$ cat config.mk
export PLATFORM = sky130hd
export DESIGN_NAME = vga_timing_param_flat
export DESIGN_NICKNAME = d
export VERILOG_FILES = /design/src/rtl/vga_timing_param_if.sv /design/src/rtl/vga_timing_param.sv /design/src/flat_wrapper.sv
export SDC_FILE = /design/constraint.sdc
export NUM_CORES = 1
export LEC_CHECK = 0
export BUFFER_PORTS_ARGS = -buffer_cell sky130_fd_sc_hd__buf_2
export CORE_MARGIN = 3
export CORE_UTILIZATION = 54
export DETAILED_ROUTE_END_ITERATION = 16
export GPL_ROUTABILITY_DRIVEN = 0
export PLACE_DENSITY = 0.85
export SETUP_SLACK_MARGIN = 0.3
export SLEW_MARGIN = 30
export SYNTH_ARGS = -nofsm -noshare
export SYNTH_HDL_FRONTEND = slang
export SYNTH_SLANG_ARGS = --single-unit
$ cat constraint.sdc
create_clock -name clk -period 2.9 [get_ports clk]
set_clock_uncertainty 0.15 [all_clocks]
set_input_delay 0 -clock clk [delete_from_list [all_inputs] [get_ports clk]]
set_output_delay 0 -clock clk [all_outputs]
set_load 0.005 [all_outputs]
$ cat src/rtl/vga_timing_param_if.sv
// vga_if: video timing bundle passed from the timing generator down the drawing pipeline.
interface vga_if;
  logic [10:0] hcount;
  logic [10:0] vcount;
  logic        hsync;
  logic        hblnk;
  logic        vsync;
  logic        vblnk;

  modport out (output hcount, vcount, hsync, hblnk, vsync, vblnk);
  modport in  (input  hcount, vcount, hsync, hblnk, vsync, vblnk);
endinterface

$ cat src/rtl/vga_timing_param.sv
// vga_timing_param: parametrised VGA timing generator with pixel enable, sync polarity and
// line/frame pulses. Define VGA_TIMING_FRAME_CNT_EN to add the 16-bit frame_cnt output.
module vga_timing_param #(
  parameter int H_ACTIVE  = 800,
  parameter int H_FP      = 40,
  parameter int H_SYNC    = 128,
  parameter int H_BP      = 88,
  parameter int V_ACTIVE  = 600,
  parameter int V_FP      = 1,
  parameter int V_SYNC    = 4,
  parameter int V_BP      = 23,
  parameter int HSYNC_POL = 1,
  parameter int VSYNC_POL = 1
) (
  input  logic        clk,
  input  logic        rst,
  input  logic        pix_en,
  vga_if.out          vga_out,
  output logic        line_start,
  output logic        frame_start
`ifdef VGA_TIMING_FRAME_CNT_EN
  ,
  output logic [15:0] frame_cnt
`endif
);

  localparam int H_TOTAL = H_ACTIVE + H_FP + H_SYNC + H_BP;
  localparam int V_TOTAL = V_ACTIVE + V_FP + V_SYNC + V_BP;

  if (H_TOTAL > 2048 || V_TOTAL > 2048) begin : g_total_err
    $error("vga_timing_param: H_TOTAL or V_TOTAL exceeds 2048");
  end
  if (H_ACTIVE < 1 || H_FP < 1 || H_SYNC < 1 || H_BP < 1 ||
      V_ACTIVE < 1 || V_FP < 1 || V_SYNC < 1 || V_BP < 1) begin : g_param_err
    $error("vga_timing_param: timing parameters must be at least 1");
  end

  localparam logic [10:0] H_LAST    = 11'(H_TOTAL - 1);
  localparam logic [10:0] V_LAST    = 11'(V_TOTAL - 1);
  localparam logic [10:0] H_ACT     = 11'(H_ACTIVE);
  localparam logic [10:0] V_ACT     = 11'(V_ACTIVE);
  localparam logic [10:0] H_SYNC_LO = 11'(H_ACTIVE + H_FP);
  localparam logic [10:0] H_SYNC_HI = 11'(H_ACTIVE + H_FP + H_SYNC);
  localparam logic [10:0] V_SYNC_LO = 11'(V_ACTIVE + V_FP);
  localparam logic [10:0] V_SYNC_HI = 11'(V_ACTIVE + V_FP + V_SYNC);
  localparam logic        HS_ON     = (HSYNC_POL != 0) ? 1'b1 : 1'b0;
  localparam logic        VS_ON     = (VSYNC_POL != 0) ? 1'b1 : 1'b0;

  logic [10:0] hcount_q;
  logic [10:0] vcount_q;
  logic        hsync_q;
  logic        hblnk_q;
  logic        vsync_q;
  logic        vblnk_q;

  logic        h_wrap;
  logic        v_wrap;
  logic [10:0] h_next;
  logic [10:0] v_next;
  logic        hsync_next;
  logic        hblnk_next;
  logic        vsync_next;
  logic        vblnk_next;

  // Strobes are decoded from the count about to be loaded, so they register together with it.
  always_comb begin
    h_wrap     = (hcount_q == H_LAST);
    v_wrap     = (vcount_q == V_LAST);
    h_next     = h_wrap ? 11'd0 : hcount_q + 11'd1;
    v_next     = vcount_q;
    if (h_wrap) begin
      v_next = v_wrap ? 11'd0 : vcount_q + 11'd1;
    end
    hblnk_next = (h_next >= H_ACT);
    vblnk_next = (v_next >= V_ACT);
    hsync_next = (h_next >= H_SYNC_LO && h_next < H_SYNC_HI) ? HS_ON : ~HS_ON;
    vsync_next = (v_next >= V_SYNC_LO && v_next < V_SYNC_HI) ? VS_ON : ~VS_ON;
  end

  always_ff @(posedge clk or posedge rst) begin
    if (rst) begin
      hcount_q    <= 11'd0;
      vcount_q    <= 11'd0;
      hsync_q     <= ~HS_ON;
      hblnk_q     <= 1'b0;
      vsync_q     <= ~VS_ON;
      vblnk_q     <= 1'b0;
      line_start  <= 1'b0;
      frame_start <= 1'b0;
    end else begin
      line_start  <= 1'b0;
      frame_start <= 1'b0;
      if (pix_en) begin
        hcount_q    <= h_next;
        vcount_q    <= v_next;
        hsync_q     <= hsync_next;
        hblnk_q     <= hblnk_next;
        vsync_q     <= vsync_next;
        vblnk_q     <= vblnk_next;
        line_start  <= h_wrap;
        frame_start <= h_wrap & v_wrap;
      end
    end
  end

`ifdef VGA_TIMING_FRAME_CNT_EN
  logic [15:0] frame_cnt_q;

  // Advances on the same edge that raises frame_start; wraps naturally at 16 bits.
  always_ff @(posedge clk or posedge rst) begin
    if (rst) begin
      frame_cnt_q <= 16'd0;
    end else if (pix_en && h_wrap && v_wrap) begin
      frame_cnt_q <= frame_cnt_q + 16'd1;
    end
  end

  assign frame_cnt = frame_cnt_q;
`endif

  assign vga_out.hcount = hcount_q;
  assign vga_out.vcount = vcount_q;
  assign vga_out.hsync  = hsync_q;
  assign vga_out.hblnk  = hblnk_q;
  assign vga_out.vsync  = vsync_q;
  assign vga_out.vblnk  = vblnk_q;

endmodule

$ cat src/flat_wrapper.sv
// flat-port wrapper written by rule: the top's interface ports become plain ports
module vga_timing_param_flat 
#(
  parameter int H_ACTIVE  = 800,
  parameter int H_FP      = 40,
  parameter int H_SYNC    = 128,
  parameter int H_BP      = 88,
  parameter int V_ACTIVE  = 600,
  parameter int V_FP      = 1,
  parameter int V_SYNC    = 4,
  parameter int V_BP      = 23,
  parameter int HSYNC_POL = 1,
  parameter int VSYNC_POL = 1
)
  (clk, rst, pix_en, line_start, frame_start, vga_out_hcount, vga_out_vcount, vga_out_hsync, vga_out_hblnk, vga_out_vsync, vga_out_vblnk);
  vga_if vga_out_i ();
  input  logic clk;
  input  logic rst;
  input  logic pix_en;
  output logic line_start;
  output logic frame_start;
  output wire logic [$bits(vga_out_i.hcount)-1:0] vga_out_hcount;
  output wire logic [$bits(vga_out_i.vcount)-1:0] vga_out_vcount;
  output wire logic [$bits(vga_out_i.hsync)-1:0] vga_out_hsync;
  output wire logic [$bits(vga_out_i.hblnk)-1:0] vga_out_hblnk;
  output wire logic [$bits(vga_out_i.vsync)-1:0] vga_out_vsync;
  output wire logic [$bits(vga_out_i.vblnk)-1:0] vga_out_vblnk;
  assign vga_out_hcount = vga_out_i.hcount;
  assign vga_out_vcount = vga_out_i.vcount;
  assign vga_out_hsync = vga_out_i.hsync;
  assign vga_out_hblnk = vga_out_i.hblnk;
  assign vga_out_vsync = vga_out_i.vsync;
  assign vga_out_vblnk = vga_out_i.vblnk;
  vga_timing_param #(.H_ACTIVE(H_ACTIVE), .H_FP(H_FP), .H_SYNC(H_SYNC), .H_BP(H_BP), .V_ACTIVE(V_ACTIVE), .V_FP(V_FP), .V_SYNC(V_SYNC), .V_BP(V_BP), .HSYNC_POL(HSYNC_POL), .VSYNC_POL(VSYNC_POL)) u_core (.clk(clk), .rst(rst), .pix_en(pix_en), .vga_out(vga_out_i), .line_start(line_start), .frame_start(frame_start));
endmodule
Word level (Yosys, flattened, before mapping)
Index checks and enable logic that the tools add are counted.
- word-level logic and storage cells: 28
- output and inout port bits: 28
- flip-flop bits (word level): 28
- input bits: 3
- add/subtract/negate cells: 2
- mux-type cells: 7
- $lt $le $gt $ge: 6
- reduce and logical (&&, ||, !) cells: 2
- equality and inequality tests: 2
- bitwise operators: 1
- operator list (operator ; count):
    $ge A11 B10 Y1 const B ; 4
    $mux W11 ; 3
    $add A11 B1 Y11 const B ; 2
    $lt A11 B10 Y1 const B ; 2
    $eq A11 B10 Y1 const B ; 1
    $eq A11 B11 Y1 const B ; 1
    $mux W1 ; 4
    $logic_and A1 B1 Y1 ; 2
    $and A1 B1 Y1 ; 1

Depth between registers and ports, before layout
- depth after elaboration: 6
- gate-level depth with buffers: 10
- mapped depth without buffers: 8

Least setup slack after synthesis
OpenSTA, ideal clock, no wires.
- path kind: register to register
- start point: register u_core.hcount_q[0], in the netlist u_core.vga_out.hcount[0]
- end point: register u_core.vsync_q, in the netlist u_core.vga_out.vsync
- data arrival time: 2.090 ns
- buffers on the path: 1
- cell stages (with the launch flop): 10
- setup time: 0.103 ns
- required time: 2.647 ns
- period minus slack after synthesis: 2.343 ns
- path slack: 0.557 ns
- cell sequence: dfrtp_1 -> ha_1 -> buf_2 -> and4_1 -> and4_1 -> nor3b_1 -> mux2i_1 -> a21oi_2 -> o211ai_2 -> o41ai_2
- word-level cells in the longest chain between the ends: 5
- elaborated cells on any way between the ends: 6
- those cells by class: order compare: 2; eq/ne: 1; mux: 2; reduce/logical: 1
- ends and longest elaborated chain (what ; line ; text):
    from (decl) ; vga_timing_param.sv:49 ; logic [10:0] hcount_q;
    from (signal assigned) ; vga_timing_param.sv:94 ; hcount_q <= h_next;
    $eq A11 B11 Y1 * ; vga_timing_param.sv:67 ; h_wrap = (hcount_q == H_LAST);
    $mux W11 * ; vga_timing_param.sv:71 ; if (h_wrap) begin
    $ge A11 B10 Y1 / $lt A11 B10 Y1 (equally long branches) ; vga_timing_param.sv:77 ; vsync_next = (v_next >= V_SYNC_LO && v_next < V_SYNC_HI) ? VS_ON : ~VS_ON;
    $logic_and A1 B1 Y1 * ; vga_timing_param.sv:77 ;
    $mux W1 * ; vga_timing_param.sv:77 ;
    to (signal assigned) ; vga_timing_param.sv:86 ; vsync_q <= ~VS_ON;
    to (signal assigned) ; vga_timing_param.sv:98 ; vsync_q <= vsync_next;
    to (decl) ; vga_timing_param.sv:53 ; logic vsync_q;
Mark *: on every way between the ends. The rest lies on a longest branch, timed or not.
A chain may end at the register's enable or synchronous reset.

Final worst setup path
- start point: register u_core.hcount_q[5], in the netlist u_core.vga_out.hcount[5]
- end point: register u_core.vsync_q, in the netlist u_core.vga_out.vsync
Same word-level chain as after synthesis.

==> results.cfg <==
[sta]
rsz0062_at_grt = yes
finalSetupViolCount = 0
setup_tns_ns = 0
slew_violations = 0
setup_slack_ns = 0.4227
post-route-period-util_pct = 85.42
max_slew_margin_pct = 62.39
tightest_slew_ns = 0.5633
final-hold-violation-count = 0
fmax_mhz = 403.7
post-route-min-period_ns = 2.477

[clock_network]
clk_pin_slew_ns = 0.16
cts.sinks = 28
tritoncts = yes
postCtsSetupBuffers = 0
clockBufferDepth = 2
cts.root.buffer_cell = clkbuf_4
htreeDepth = 1
numCtsBuffers = 3
clk_latency_ns = 0.33

[setup_path]
end_kind = flip-flop
critPathMaxFanout = 13
critPathMaxStageDelay_ns = 0.56
crit_family = simple AND/OR/NAND/NOR gates
worstPathCellList = nor4b_4 > and3_4 > nand2_1 > nor2_1 > xnor2_1 > o211ai_2 > o41ai_2
critical_path_required_ns = 2.99
worstPathArrival_ns = 2.57
critPathSlowestCell = dfrtp_1
worst-setup-path-type = reg2reg
cp-start-kind = flip-flop
critPathBufInv = 0

[synth]
syn_area_per_cell_um2 = 8.695
ys_seq_area_share_pct = 37.31
yosysTopAreaCell = dfrtp_1
synth_cells = 216
synth_fa_ha_area_share_pct = 1.999
synth_compound_gate_area_share_pct = 18.92
yosysMostFrequentCell = nand2_1
synth_edf_count = 0
syn-cell-area_um2 = 1878
yosys_warnings = 0
synth.mux.area_fraction_pct = 1.732
syn_nets = 222
synth_top_flop_cell = dfrtp_1
synth_top_family_by_area = simple AND/OR/NAND/NOR gates
synthDistinctLibCells = 54
synth_top_area_share_pct = 37.31
synthXorXnorAreaFrac_pct = 5.596
yosys.area_share.simple_pct = 28.51
ys_top_cells_by_area = dfrtp_1, nand2_1, xnor2_1, nand3_1, o21ai_0
synthTopCellsByCount = nand2_1, dfrtp_1, nor2_1, nand3_1, o21ai_0
ys_seq_elements = 28
async_flop_share_pct = 100.0

[route]
post-route-drc-count = 0
drtIter0Drc = 174
firstDrtPassIters = 4
wire_per_inst_um = 13.88
route.met2.wl_um = 1922
met3_wirelength_um = 208
via_per_inst = 5.932
top_layer_used = met4
wl_um = 3899
postRouteAntennaNets = 0
vias = 1667
wl_met1_um = 1744

[pwr]
power_frac_clock_pct = 16.5
power.internal_mw = 0.7340
p_seq_share_pct = 50.1
p_comb_share_pct = 33.3
power.switching_mw = 0.4477
switching_share_pct = 37.89
vdd_drop_max_v = 0.0003843
power.density_nw_per_um2 = 569.0
total_leakage_power_nw = 0.8734

[die]
coreArea_um2 = 3178
fp-row-count = 20
die_y_um = 64.98
die_area_um2 = 4222
start_util_pct = 59.09
io_pins = 31
die_x_um = 64.98

[placement]
dp.cells = 275
hpwl_um = 2798
pre_cts_slack_ns = 0.2537
port_buffers = 30

[grt]
grt_pass1_wl_um = 6906
antenna_found_initial = 0
grt_overflow_total = 0
grt_pass1_vias = 1556
track_usage_pct = 20.35
grt_max_degree = 29

[job]
drv_cap = 0

[status]
status = finished clean

[cells_and_area]
final_cells = 281
drive_above_1_share_pct = 23.21
area_growth_pct = 10.59
n_antenna_cell = 0
fin_nets = 244

[hold_path]
min_path_type = in2async
-- cells in the final DEF, fill, tap and decap left out, types with 2 or more instances in the layout --
cell type      Yosys  final
dlygate4sd3_1      0      2
dfrtp_2            0      2
dfrtp_1           28     26
a31oi_1            6      6
nand4_1            4      4
a21oi_1            8      8
and3_1             5      5
inv_1              6      5
o21ai_0           13     13
o32ai_1            2      2
nor2_1            17     17
nand3b_1           2      2
o22a_1             2      2
nor2b_1            2      2
nor3_1             4      4
nand3_1           13     13
and4_1             3      2
mux2_2             2      2
o31ai_1            2      2
clkbuf_4           0      3
buf_2              5     30
nand2_1           32     32
o211ai_1           2      2
xor2_1             3      3
o21a_1             2      2
a21oi_2            2      2
and2_1             3      3
xnor2_1            9      9
-- stage by stage --
step / power (mW) / hold WS, ns / utilization, % / instance area, um2
floorplan: 0.8552 / -0.08459 / - / 1878
global placement: 0.9556 / 0.1454 / 62.76 / 1994
detailed placement: 0.9661 / -0.05334 / 62.76 / 1994
CTS: 1.167 / 0.1081 / 64.61 / 2053
global route: 1.274 / 0.1601 / 65.35 / 2077
finish: 1.182 / 0.08828 / 65.35 / 2077
-- cell type report --
class,count,area (um2)
Clock buffer,4,36.28
Sequential cell,28,703.2
Multi-Input combinational cell,167,1090
Inverter,6,22.52
Timing Repair Buffer,32,170.2
Fill cell,275,1101
Tap cell,44,55.05
-- cells by family (layout without fill, tap and decap cells) --
| family | after synthesis | in the layout |
|---|---|---|
| xor gates and xnor gates | 12 | 12 |
| adders and majority gates | 3 | 3 |
| buffers and inverters | 21 | 42 |
| muxes | 3 | 3 |
| AOI/OAI and AO/OA | 51 | 51 |
| and+or+nand+nor | 98 | 98 |
| DFF | 28 | 28 |
-- power by group through the flow --
| stage | logic [mW] | registers [mW] | clock network (mW) |
|---|---|---|---|
| floorplan | 0.310 | 0.545 | 0 |
| global placement | 0.371 | 0.584 | 0 |
| detailed placement | 0.378 | 0.588 | 0 |
| CTS | 0.384 | 0.581 | 0.201 |
| global route | 0.445 | 0.613 | 0.215 |
| finish | 0.394 | 0.593 | 0.195 |
-- tightest hold or removal path, stage by stage --
cell	delay [ns]
dlygate4sd3_1	0.53
buf_2	0.12
inv_2	0.41
-- layer usage --
layer / track usage, % / vias to the layer above
met2: 34.48 / 55
li1: - / 827
met1: 25.33 / 783
met4: 6.596 / 0
met5: 0 / -
met3: 4.853 / 2
-- sequential cells by signal, summed over array words and instances (netlist names) --
name / count
u_core.vga_out.vsync: 1
u_core.vga_out.hsync: 1
u_core.vga_out.vcount: 11
u_core.vga_out.vblnk: 1
u_core.frame_start: 1
u_core.vga_out.hcount: 11
u_core.line_start: 1
u_core.vga_out.hblnk: 1
-- final timing paths --
kind	from	endpoint	slack (ns)	cells after the start
setup / recovery	u_core.vga_out.hcount[5]	u_core.vga_out.vsync	0.42	7
hold / removal	rst	u_core.vga_out.vcount[1]	0.09	3
setup reg to reg	u_core.vga_out.hcount[5]	u_core.vga_out.vsync	0.42	7
hold reg to reg	u_core.vga_out.vsync	u_core.vga_out.vsync	0.36	2
max in group asynchronous	rst	u_core.vga_out.hcount[0]	2.12	3
min in group clk	u_core.vga_out.vsync	u_core.vga_out.vsync	0.36	2
-- what timing repair did --
item	4_1_cts	5_1_grt
pin swaps	0	1
hold buffers	2	0
gates resized for setup	1	6
setup endpoints to repair	2	2
hold endpoints to repair	39	0
Note: power is estimated with default switching activity, not from simulation.
